`src/rtl/uart_rx_frame.sv`:
```
// rtl/uart_rx_frame.sv - 8N1 UART receiver with majority vote, one-entry holding register and RTS.
module uart_rx_frame #(
    parameter int CLK_FREQ_HZ = 125_000_000,
    parameter int BAUD_RATE   = 9600,
    parameter int OVERSAMPLE  = 16
) (
    input  logic        clk,
    input  logic        rst_n,
    input  logic        soft_reset_request,
    input  logic        uart_rx,
    input  logic [15:0] baud_divisor,
    input  logic        rx_ready,
    output logic [7:0]  rx_data,
    output logic        rx_valid,
    output logic        rx_busy,
    output logic        frame_error,
    output logic        overrun,
    output logic        uart_rts_n
);

    localparam int SC_W        = $clog2(OVERSAMPLE);
    localparam int MID         = OVERSAMPLE / 2;
    localparam int DIV_RAW     = CLK_FREQ_HZ / (BAUD_RATE * OVERSAMPLE);
    localparam int DEFAULT_DIV = (DIV_RAW < 1) ? 1 : ((DIV_RAW > 65535) ? 65535 : DIV_RAW);

    localparam logic [15:0]     DEF_DIV16 = 16'(DEFAULT_DIV);
    localparam logic [SC_W-1:0] SC_LAST   = SC_W'(OVERSAMPLE - 1);
    localparam logic [SC_W-1:0] SC_VA     = SC_W'(MID - 1);
    localparam logic [SC_W-1:0] SC_VB     = SC_W'(MID);
    localparam logic [SC_W-1:0] SC_VC     = SC_W'(MID + 1);

    typedef enum logic [2:0] {
        S_IDLE,
        S_START,
        S_DATA,
        S_STOP,
        S_WAIT_HIGH
    } state_t;

    state_t          state;
    state_t          state_nxt;
    logic            rx_m;
    logic            rx_s;
    logic [15:0]     div_lat;
    logic [15:0]     eff_div;
    logic [15:0]     tcnt;
    logic [SC_W-1:0] sc;
    logic            v0;
    logic            v1;
    logic [7:0]      shreg;
    logic [2:0]      bit_idx;

    logic tick;
    logic vote;
    logic vote_pt;
    logic bit_end;
    logic run;
    logic start_entry;
    logic shift_en;
    logic bit_adv;
    logic bit_clr;
    logic commit;
    logic ferr;

    // Synchroniser resets high so the line reads idle straight out of reset.
    always_ff @(posedge clk or negedge rst_n) begin
        if (!rst_n) begin
            rx_m <= 1'b1;
            rx_s <= 1'b1;
        end else begin
            rx_m <= uart_rx;
            rx_s <= rx_m;
        end
    end

    assign eff_div = (baud_divisor == 16'd0) ? DEF_DIV16 : baud_divisor;
    assign tick    = (tcnt == div_lat - 16'd1);
    assign vote_pt = tick && (sc == SC_VC);
    assign bit_end = tick && (sc == SC_LAST);
    assign vote    = (v0 & v1) | (v0 & rx_s) | (v1 & rx_s);
    assign run     = (state == S_START) || (state == S_DATA) || (state == S_STOP);

    always_ff @(posedge clk or negedge rst_n) begin
        if (!rst_n) begin
            state <= S_IDLE;
        end else begin
            state <= state_nxt;
        end
    end

    always_comb begin
        state_nxt   = state;
        start_entry = 1'b0;
        shift_en    = 1'b0;
        bit_adv     = 1'b0;
        bit_clr     = 1'b0;
        commit      = 1'b0;
        ferr        = 1'b0;
        if (soft_reset_request) begin
            state_nxt = S_IDLE;
        end else begin
            case (state)
                S_IDLE: begin
                    if (!rx_s) begin
                        state_nxt   = S_START;
                        start_entry = 1'b1;
                    end
                end
                S_START: begin
                    if (vote_pt && vote) begin
                        state_nxt = S_IDLE;
                    end else if (bit_end) begin
                        state_nxt = S_DATA;
                        bit_clr   = 1'b1;
                    end
                end
                S_DATA: begin
                    shift_en = vote_pt;
                    if (bit_end) begin
                        if (bit_idx == 3'd7) begin
                            state_nxt = S_STOP;
                        end else begin
                            bit_adv = 1'b1;
                        end
                    end
                end
                // Decided at mid stop bit so a start bit right after one stop bit is not missed.
                S_STOP: begin
                    if (vote_pt) begin
                        if (vote) begin
                            commit    = 1'b1;
                            state_nxt = S_IDLE;
                        end else begin
                            ferr      = 1'b1;
                            state_nxt = S_WAIT_HIGH;
                        end
                    end
                end
                S_WAIT_HIGH: begin
                    if (rx_s) begin
                        state_nxt = S_IDLE;
                    end
                end
                default: state_nxt = S_IDLE;
            endcase
        end
    end

    always_ff @(posedge clk or negedge rst_n) begin
        if (!rst_n) begin
            div_lat     <= DEF_DIV16;
            tcnt        <= 16'd0;
            sc          <= '0;
            v0          <= 1'b0;
            v1          <= 1'b0;
            shreg       <= 8'd0;
            bit_idx     <= 3'd0;
            rx_data     <= 8'd0;
            rx_valid    <= 1'b0;
            frame_error <= 1'b0;
            overrun     <= 1'b0;
        end else if (soft_reset_request) begin
            tcnt        <= 16'd0;
            sc          <= '0;
            v0          <= 1'b0;
            v1          <= 1'b0;
            shreg       <= 8'd0;
            bit_idx     <= 3'd0;
            rx_valid    <= 1'b0;
            frame_error <= 1'b0;
            overrun     <= 1'b0;
        end else begin
            frame_error <= ferr;
            overrun     <= 1'b0;

            // Divisor only follows the input between frames.
            if (state == S_IDLE) begin
                div_lat <= eff_div;
            end

            if (start_entry) begin
                tcnt <= 16'd0;
                sc   <= '0;
            end else if (run) begin
                if (tick) begin
                    tcnt <= 16'd0;
                    sc   <= (sc == SC_LAST) ? '0 : sc + SC_W'(1);
                end else begin
                    tcnt <= tcnt + 16'd1;
                end
            end

            if (run && tick && (sc == SC_VA)) begin
                v0 <= rx_s;
            end
            if (run && tick && (sc == SC_VB)) begin
                v1 <= rx_s;
            end

            if (shift_en) begin
                shreg <= {vote, shreg[7:1]};
            end

            if (bit_clr) begin
                bit_idx <= 3'd0;
            end else if (bit_adv) begin
                bit_idx <= bit_idx + 3'd1;
            end

            if (commit) begin
                if (!rx_valid || rx_ready) begin
                    rx_data  <= shreg;
                    rx_valid <= 1'b1;
                end else begin
                    overrun <= 1'b1;
                end
            end else if (rx_valid && rx_ready) begin
                rx_valid <= 1'b0;
            end
        end
    end

    assign rx_busy    = (state != S_IDLE);
    assign uart_rts_n = rx_valid;

endmodule

```
`config.mk`:
```
export PLATFORM = sky130hd
export DESIGN_NAME = uart_rx_frame
export DESIGN_NICKNAME = d
export VERILOG_FILES = /design/src/rtl/uart_rx_frame.sv
export SDC_FILE = /design/constraint.sdc
export NUM_CORES = 1
export LEC_CHECK = 0
export CORE_MARGIN = 2
export CORE_UTILIZATION = 40
export DETAILED_ROUTE_END_ITERATION = 6
export MAX_ROUTING_LAYER = met4
export SLEW_MARGIN = 20
export SYNTH_ARGS = -nofsm -noshare
export SYNTH_HDL_FRONTEND = slang
export SYNTH_SLANG_ARGS = --single-unit
```
`constraint.sdc`:
```
create_clock -name clk -period 7.9 [get_ports clk]
set_input_delay 1.185 -clock clk [delete_from_list [all_inputs] [get_ports clk]]
set_output_delay 1.185 -clock clk [all_outputs]
set_load 0.02 [all_outputs]
```
==> impl_metrics.json, run 1 <==
{
  "outcome": "complete, no violations",
  "clk_latency_ns": 0.35,
  "dp_cells": 499,
  "rsz0062_at_grt": "false",
  "top_layer": "met4",
  "synthTopCellsByArea": "dfrtp_1 39%, dfstp_2 5.8%, mux2_2 5.3%",
  "required_ns": 8.16,
  "final_antenna_net_count": 0,
  "async_reset_ff_share_pct": 100,
  "rr_startpoint": "div_lat[1]",
  "end_kind": "register",
  "power_density_nw_per_um2": 180,
  "fin_area_um2": 4210,
  "fmax_ghz": 0.259,
  "cts_sinks": 65,
  "critPathMaxFanout": 20,
  "grt-ovfl-total": 0,
  "cp_data_arrival_time_ns": 4.12,
  "row_count": 34,
  "worstHoldEndpoint": "rx_s",
  "ys_seq_area_share_pct": 45.1,
  "path_class": "reg -> reg",
  "p_sw_uw": 235,
  "synth_area_um2": 3630,
  "antenna_found_initial": 0,
  "fin_cells": 515,
  "gp_congestion": 0.823,
  "dr.first_iter.drc_count": 210,
  "wl_met3_um": 435,
  "grt_pass1_wl_um": 14500,
  "postCtsSetupRepairBufs": 0,
  "synth.distinct_cells": 55,
  "period_minus_slack_ns": 3.86,
  "cts_buffers": 9,
  "drive_gt1_share_pct": 14.0,
  "dpl_worst_slack_ns": 4.11,
  "r2r_end": "v1",
  "yosysTopAreaCellShare_pct": 39.3,
  "crit_path_start_kind": "register",
  "avgSynthCellArea_um2": 9.73,
  "p_clk_share_pct": 33.1,
  "initial_utilization_pct": 41.4,
  "seqPwrFrac_pct": 50.8,
  "r2r_cells": 9,
  "wirelength_um": 8410,
  "grt_max_degree": 66,
  "holdCritPathClass": "reg -> reg",
  "cts_max_level": 3,
  "cts-root-buf": "clkbuf_8",
  "core-area_um2": 8760,
  "dieArea_um2": 9860,
  "clk_pin_slew_ns": 0.07,
  "r2r_slack_ns": 4.04,
  "setup_tns_ns": 0,
  "power_frac_comb_pct": 16.1,
  "grt_pass1_vias": 2885,
  "final_max_slew_viol_count": 0,
  "die_w_um": 99.3,
  "placed_cell_area_um2": 4040,
  "skew_ns": 0.00777,
  "finalPower_uw": 758,
  "yosysTopAreaCell": "dfrtp_1",
  "timing.final.hold_violations": 0,
  "relSlewSlack_pct": 40.8,
  "cts_resized": 0,
  "cts_hold_buf": 0,
  "switching_share_pct": 31.0,
  "fin_crit_sh_pct": 48.9,
  "setup_slack_ns": 4.04,
  "synth-edff-count": 0,
  "antenna_cells": 0,
  "cts.path.max_buffers": 2,
  "p_int_uw": 523,
  "syn_nets": 401,
  "wl_met2_um": 3630,
  "p_leak_nw": 1.67,
  "synth_flop_cell": "dfrtp_1",
  "vias": 2929,
  "hold_depth": 0,
  "wl_per_cell_um": 16.3,
  "tritoncts": "done",
  "grt_usage_pct": 18.9,
  "max_slew.worst_pin.slew_ns": 0.881,
  "place_hpwl_um": 5980,
  "port-buffer-count": 33,
  "setup_viol": 0,
  "syn_to_final_growth_pct": 15.9,
  "io_pins": 34,
  "syn_inst": 373,
  "first_pass_iters": 4,
  "max_cap_violations": 0,
  "ys_warn_count": 0,
  "drc": 0,
  "ys_ff_latch": 65,
  "vias_per_cell": 5.69,
  "final_net_count": 430,
  "vdd_drop_max_mv": 0.0709,
  "min_from": "rx_m",
  "die_h_um": 99.3,
  "met1_length_um": 4190
}
-- worst max path at each step --
| stage | to | cells after the start | start |
|---|---|---|---|
| after floorplan | v1 | 11 | div_lat[1] |
| after global placement | v1 | 9 | div_lat[1] |
| after detailed placement | v1 | 9 | div_lat[1] |
| after CTS | v1 | 9 | div_lat[1] |
| after global routing | v1 | 9 | div_lat[1] |
| final | v1 | 9 | div_lat[1] |
-- placed cells by master (no fill, tap or decap), types with 3 or more instances in the layout --
cell type / instances
nor4b_1: 4
o31ai_1: 3
nor2b_1: 3
nand4_1: 10
a21oi_1: 21
xor2_1: 19
inv_1: 12
or4_1: 4
nor2_1: 37
o22a_1: 6
nand3b_1: 3
clkinv_2: 3
nand3_1: 19
ha_1: 7
nand2_1: 23
and3_1: 3
and4_1: 3
clkbuf_8: 9
dfrtp_1: 57
xnor2_1: 13
nor3_1: 10
o21ai_0: 20
nor4_1: 9
or2_2: 3
clkdlybuf4s50_1: 32
mux2_2: 17
a31oi_1: 4
or3_1: 3
buf_4: 4
dfstp_2: 8
-- layer usage --
layer / vias up / GRT usage [%]
met5: - / -
met4: 0 / 6.32
met3: 14 / 3.51
met2: 77 / 26.6
met1: 1424 / 27.5
li1: 1414 / -
-- metrics by stage --
step,utilization [%],hold slack [ns]
floorplan,-,0.345
global placement,46.0,0.348
detailed placement,46.0,0.347
CTS,48.0,0.359
global route,48.0,0.364
finish,48.0,0.357
-- critical path, cell delays in order (launching register included) --
cell       delay [ns]
dfrtp_1          0.42
inv_1            0.08
ha_1             0.21
or4b_1           0.59
or4b_4           0.59
a2111oi_4        0.40
o2111ai_2        0.19
or4_4            0.58
or4_1            0.53
a21oi_1          0.18
-- area by class of cell --
type,count,area (um2)
Fill cell,837,4560
Inverter,12,45.0
Timing Repair Buffer,37,355
Multi-Input combinational cell,277,1860
Tap cell,108,135
Sequential cell,65,1640
Clock inverter,7,47.5
Clock buffer,9,124
-- cells by family (layout without fill, tap and decap cells) --
| family | count (synthesis) | count (layout) | synth area share [%] |
|---|---|---|---|
| xor gates and xnor gates | 32 | 32 | 7.72 |
| and+or+nand+nor | 144 | 144 | 21.2 |
| DFF | 65 | 65 | 45.1 |
| AOI/OAI and AO/OA | 75 | 75 | 14.0 |
| adders and majority gates | 8 | 8 | 2.69 |
| buffers and inverters | 31 | 65 | 3.79 |
| muxes | 18 | 18 | 5.55 |
-- flip-flops by register name (all words and copies together) (netlist names), 3 cells and up --
register  flops
bit_idx       3
sc            4
state         3
tcnt         16
rx_data       8
shreg         8
div_lat      16
-- Yosys cell counts, types with 2 or more instances --
cell	number
o21ai_0	20
nor3_1	10
buf_2	2
a31oi_1	4
a21oi_1	21
nand4_1	10
or4_1	4
nor2_1	37
a311oi_1	2
dfstp_2	8
o22a_1	6
nand3_1	19
xor2_1	19
inv_1	12
o2bb2ai_1	2
nand2_1	23
clkbuf_1	13
nand2b_1	2
or2_2	3
buf_6	2
o21a_1	2
dfrtp_1	57
a22o_1	2
xnor2_1	13
nand3b_1	3
nor4_1	10
ha_1	7
o31ai_1	3
o41ai_1	2
o2111ai_1	2
and3_1	3
nor2b_1	3
nor4b_1	4
nor3b_1	2
mux2_2	17
and4_1	3
or3_1	3
-- power groups by stage --
stage / registers [mW] / clock network [mW] / logic, mW
final: 0.386 / 0.251 / 0.122
after detailed placement: 0.391 / 0 / 0.121
after floorplan: 0.377 / 0 / 0.0937
after global placement: 0.391 / 0 / 0.119
after CTS: 0.385 / 0.259 / 0.122
after global routing: 0.389 / 0.272 / 0.135
(Power assumes the default switching activity.)
==> run 2, diff against run 1 <==
==> constraint.sdc (replaced) <==
create_clock -name clk -period 4 [get_ports clk]
set_input_delay 0.6 -clock clk [delete_from_list [all_inputs] [get_ports clk]]
set_output_delay 0.6 -clock clk [all_outputs]
set_load 0.02 [all_outputs]
==> run 2 against run 1 <==
Flip-flop and latch count unchanged. Clock skew down 0.0016 ns. Critical path depth unchanged. Sequential power increased by 97%. Power increased by 110%. Clock power increased by 120%. Die area unchanged. Sequential share of layout area is 0.58 points lower. Design area rose by 1.5%. Non-clock buffer count rose by 4. Critical path type unchanged. Largest power group unchanged.
==> impl_metrics.json, run 2 (synthesis results as in run 1) <==
{
  "outcome": "complete, no violations",
  "seqPwrFrac_pct": 48.5,
  "critPathTopFamily": "simple AND/OR/NAND/NOR gates",
  "final_max_slew_viol_count": 0,
  "fin_cells": 519,
  "final_common_cell": "dfrtp_1",
  "critical_path.cell_chain": "inv_1 > ha_1 > or4b_1 > or4b_4 > a2111oi_4 > o2111ai_2 > or4_4 > or4_1 > a21oi_1",
  "dieArea_um2": 9860,
  "grt_pass1_wl_um": 14300,
  "placed_cell_area_um2": 4070,
  "fmax_ghz": 0.271,
  "clk_latency_ns": 0.35,
  "vias": 2900,
  "r2r_slack_ns": 0.31,
  "port-buffer-count": 33,
  "timing.final.hold_violations": 0,
  "cts-root-buf": "clkbuf_8",
  "cp_data_arrival_time_ns": 3.96,
  "required_ns": 4.27,
  "max_cap_violations": 0,
  "wirelength_um": 8220,
  "core-area_um2": 8760,
  "holdCritPathClass": "reg -> reg",
  "grt_usage_pct": 18.5,
  "p_sw_uw": 457,
  "clk_pin_slew_ns": 0.07,
  "row_count": 34,
  "rr_startpoint": "div_lat[1]",
  "skew_ns": 0.00621,
  "finalPower_mw": 1.57,
  "grt_pass1_vias": 2781,
  "p_leak_nw": 1.71,
  "drc": 0,
  "dr.first_iter.drc_count": 217,
  "end_kind": "register",
  "switching_share_pct": 29.0,
  "max_slew.worst_pin.slew_ns": 0.824,
  "wl_per_cell_um": 15.8,
  "cpPeakStageDelay_ns": 0.58,
  "die_w_um": 99.3,
  "fin_crit_sh_pct": 92.2,
  "min_from": "rx_m",
  "worstPathBufferInverterCount": 1,
  "io_pins": 34,
  "worstHoldEndpoint": "rx_s",
  "setup_slack_ns": 0.313,
  "drive_gt1_share_pct": 14.6,
  "final_net_count": 434,
  "p_int_mw": 1.12,
  "r2r_cells": 9,
  "final_antenna_net_count": 0,
  "cts.path.max_buffers": 2,
  "setup_viol": 0,
  "relSlewSlack_pct": 45.0,
  "path_class": "reg -> reg",
  "crit_path_start_kind": "register",
  "tritoncts": "done",
  "antenna_cells": 0,
  "die_h_um": 99.3,
  "gp_congestion": 0.842,
  "cts_hold_buf": 0,
  "fin_area_um2": 4270,
  "first_pass_iters": 4,
  "critPathSlowestCell": "or4_4",
  "vdd_drop_max_mv": 0.224,
  "setup_tns_ns": 0,
  "dp_cells": 503,
  "hold_depth": 0,
  "initial_utilization_pct": 41.4,
  "rsz0062_at_grt": "false",
  "period_minus_slack_ns": 3.69,
  "power_density_nw_per_um2": 368,
  "vias_per_cell": 5.59,
  "place_hpwl_um": 5900,
  "layout_common_cells": "57 x dfrtp_1, 37 x nor2_1, 32 x clkdlybuf4s50_1",
  "critPathMaxFanout": 20,
  "fillers": 833,
  "largest_registers": "div_lat (16), tcnt (16)",
  "r2r_end": "v1",
  "antenna_found_initial": 0,
  "grt_max_degree": 66,
  "cts_buffers": 9,
  "cts_max_level": 3,
  "cts_sinks": 65,
  "power_frac_comb_pct": 15.6,
  "dpl_worst_slack_ns": 0.279,
  "grt-ovfl-total": 0,
  "p_clk_share_pct": 35.9,
  "syn_to_final_growth_pct": 17.6
}
==> run 2: metrics by stage <==
| step | util [%] | hold slack (ns) |
|---|---|---|
| 3_5_place_dp | 46.4 | 0.349 |
| 3_3_place_gp | 46.4 | 0.347 |
| 5_1_grt | 48.7 | 0.366 |
| 6_report | 48.7 | 0.360 |
| 2_1_floorplan | - | 0.304 |
| 4_1_cts | 48.6 | 0.360 |
==> run 2: worst max-delay path by stage <==
stage	from	end	depth (start not counted)
finish	div_lat[1]	v1	9
global route	div_lat[1]	v1	9
CTS	div_lat[1]	rx_data[7]	9
detailed placement	div_lat[1]	rx_data[7]	9
global placement	div_lat[1]	rx_data[4]	9
floorplan	div_lat[1]	v1	11
==> run 2: layout make-up <==
| type | count | area [um2] | area share, % |
|---|---|---|---|
| Clock buffer | 11 | 141 | 3.31 |
| Sequential cell | 65 | 1640 | 38.3 |
| Timing Repair Buffer | 41 | 385 | 9.02 |
| Multi-Input combinational cell | 277 | 1870 | 43.8 |
| Inverter | 12 | 45.0 | 1.05 |
| Clock inverter | 5 | 55.1 | 1.29 |
| Tap cell | 108 | 135 | 3.16 |
==> run 2: timing repair <==
item / in CTS / in global routing
buffers inserted: 0 / 0
endpoints found under the setup margin: 0 / 4
gates resized for setup: 0 / 1
==> run 2: layer usage <==
metal | routed length [um] | up-vias | GRT usage [%]
met4 | 49 | 0 | 3.48
met1 | 4180 | 1407 | 28.3
met2 | 3500 | 68 | 25.1
met3 | 486 | 4 | 4.43
met5 | 0 | - | -
li1 | - | 1421 | -
==> run 2: worst reg2reg max path, delay by kind of cell, from the launching register on <==
kind / cells / cell delay (ns)
simple gates: 4 / 2.17
compound gates: 3 / 0.76
flops: 1 / 0.41
fa+ha+maj: 1 / 0.20
buf+inv: 1 / 0.08
==> run 2: power by group through the flow <==
stage	clock network [mW]	registers, mW	logic, mW
floorplan	0	0.744	0.185
detailed placement	0	0.774	0.243
finish	0.564	0.762	0.246
global placement	0	0.773	0.239
global route	0.609	0.769	0.274
CTS	0.580	0.762	0.245
==> run 3, diff against run 2 <==
--- a/config.mk
+++ b/config.mk
@@ -8,8 +8,9 @@
 export CORE_MARGIN = 2
 export CORE_UTILIZATION = 40
 export DETAILED_ROUTE_END_ITERATION = 6
+export GPL_TIMING_DRIVEN = 0
 export MAX_ROUTING_LAYER = met4
-export SLEW_MARGIN = 20
+export SLEW_MARGIN = 40
 export SYNTH_ARGS = -nofsm -noshare
 export SYNTH_HDL_FRONTEND = slang
 export SYNTH_SLANG_ARGS = --single-unit
==> run 3 against run 2 <==
First-iteration DRC count is 14% lower. Power is 5.2% higher. Die area stayed put. Critical endpoint unchanged. Sequential share of layout area is 1.1 points lower. Non-clock buffer count is 16 higher. Final cell count is 3.1% higher. Fmax is 3.5% lower. Core utilization is 1.5 points higher. Combinational power is 9.8% higher. Register-to-register slack worse by 0.13 ns.
==> impl_metrics.json, run 3 (synthesis results as in run 1) <==
{
  "outcome": "complete, no violations",
  "power_density_nw_per_um2": 376,
  "crit_path_start_kind": "register",
  "port-buffer-count": 32,
  "clk_latency_ns": 0.34,
  "antenna_found_initial": 0,
  "first_pass_iters": 4,
  "grt_pass1_wl_um": 14500,
  "wirelength_um": 8510,
  "row_count": 34,
  "timing.hold.ws_ns": 0.138,
  "initial_utilization_pct": 41.4,
  "final_net_count": 450,
  "relSlewSlack_pct": 48.2,
  "path_class": "reg -> reg",
  "finalPower_mw": 1.65,
  "critPathSlowestCell": "or4b_4",
  "p_clk_share_pct": 38.5,
  "die_w_um": 99.3,
  "skew_ns": 0.00997,
  "final_antenna_net_count": 0,
  "antenna_cells": 0,
  "critPathTopFamily": "simple AND/OR/NAND/NOR gates",
  "drc": 0,
  "power_frac_comb_pct": 16.3,
  "drive_gt1_share_pct": 16.2,
  "p_int_mw": 1.19,
  "end_kind": "register",
  "fmax_ghz": 0.262,
  "gp_congestion": 0.900,
  "io_pins": 34,
  "placed_cell_area_um2": 4130,
  "grt_usage_pct": 19.0,
  "required_ns": 4.27,
  "cts_max_level": 3,
  "syn_to_final_growth_pct": 21.1,
  "final_max_slew_viol_count": 0,
  "tritoncts": "done",
  "critPathMaxFanout": 10,
  "cts_buffers": 9,
  "cp_data_arrival_time_ns": 4.09,
  "timing.final.hold_violations": 0,
  "clk_pin_slew_ns": 0.08,
  "cts.path.max_buffers": 2,
  "dp_cells": 516,
  "final_common_cell": "dfrtp_1",
  "setup_viol": 0,
  "setup_tns_ns": 0,
  "die_h_um": 99.3,
  "fin_area_um2": 4400,
  "fin_crit_sh_pct": 95.5,
  "setup_slack_ns": 0.179,
  "fin_cells": 535,
  "grt-ovfl-total": 0,
  "switching_share_pct": 28.1,
  "layout_common_cells": "56 x dfrtp_1, 37 x nor2_1, 31 x clkdlybuf4s50_1",
  "period_minus_slack_ns": 3.82,
  "final_core_util_pct": 50.2,
  "p_sw_uw": 464,
  "rr_startpoint": "div_lat[1]",
  "max_slew.worst_pin.slew_ns": 0.771,
  "vias": 3006,
  "grt_max_degree": 34,
  "grt_pass1_vias": 2886,
  "crit_start": "div_lat[1]",
  "vdd_drop_max_mv": 0.170,
  "max_cap_violations": 0,
  "largest_registers": "div_lat (16), tcnt (16)",
  "cpPeakStageDelay_ns": 0.54,
  "critical_path.cell_chain": "inv_1 > ha_2 > or4b_1 > buf_2 > or4b_4 > a2111oi_4 > o2111ai_2 > or4_4 > buf_6 > or4_1 > a21oi_1",
  "worstPathBufferInverterCount": 3,
  "holdCritPathClass": "in -> async",
  "seqPwrFrac_pct": 45.2,
  "cts_sinks": 65,
  "wl_per_cell_um": 15.9,
  "dr.first_iter.drc_count": 186,
  "cts-root-buf": "clkbuf_8",
  "dieArea_um2": 9860,
  "vias_per_cell": 5.62,
  "dpl_worst_slack_ns": 0.000463,
  "core-area_um2": 8760,
  "rsz0062_at_grt": "false",
  "place_hpwl_um": 6250,
  "p_leak_nw": 1.76
}
[run 3: cell types whose count changed in the layout (fill, tap and decap cells not counted), sizes merged]
cell / change
inv: +1
clkdlybuf4s50: -1
clkinvlp: -1
clkbuf: +12
buf: +4
bufinv: +1
[run 3: final timing paths]
kind,to,slack [ns],cells past startpoint
min in group clk,rx_s,0.36,0
worst min register to register,rx_s,0.36,0
max in group asynchronous,rx_data[2],3.39,2
worst max register to register,v1,0.18,11
worst min-delay path,div_lat[14],0.14,1
worst max-delay path,v1,0.18,11
[run 3: power groups by stage]
stage / Sequential (mW) / Clock (mW) / Combinational, mW
5_1_grt: 0.754 / 0.682 / 0.300
2_1_floorplan: 0.744 / 0 / 0.185
3_5_place_dp: 0.760 / 0 / 0.267
3_3_place_gp: 0.759 / 0 / 0.254
6_report: 0.748 / 0.636 / 0.270
4_1_cts: 0.747 / 0.652 / 0.269
[run 3: cell type report]
class	instances	area [um2]
Buffer	19	93.8
Clock buffer	10	138
Clock inverter	6	90.1
Fill cell	840	4370
Inverter	12	45.0
Multi-Input combinational cell	277	1880
Sequential cell	65	1640
Tap cell	108	135
Timing Repair Buffer	38	374
[run 3: timing repair]
action | CTS | global route
setup buffers | 0 | 3
pin swaps | 0 | 2
hold buffers | 0 | 0
resized for setup | 2 | 4
setup endpoints to repair | 9 | 33
[run 3: metal layers]
layer  up-vias  part of all wire (%)  track usage (%)
met2        57                    45             27.2
met1      1483                    50             26.4
met5         -                     0                -
li1       1460                     -                -
met4         0                  0.79             5.80
met3         6                   4.7             5.20
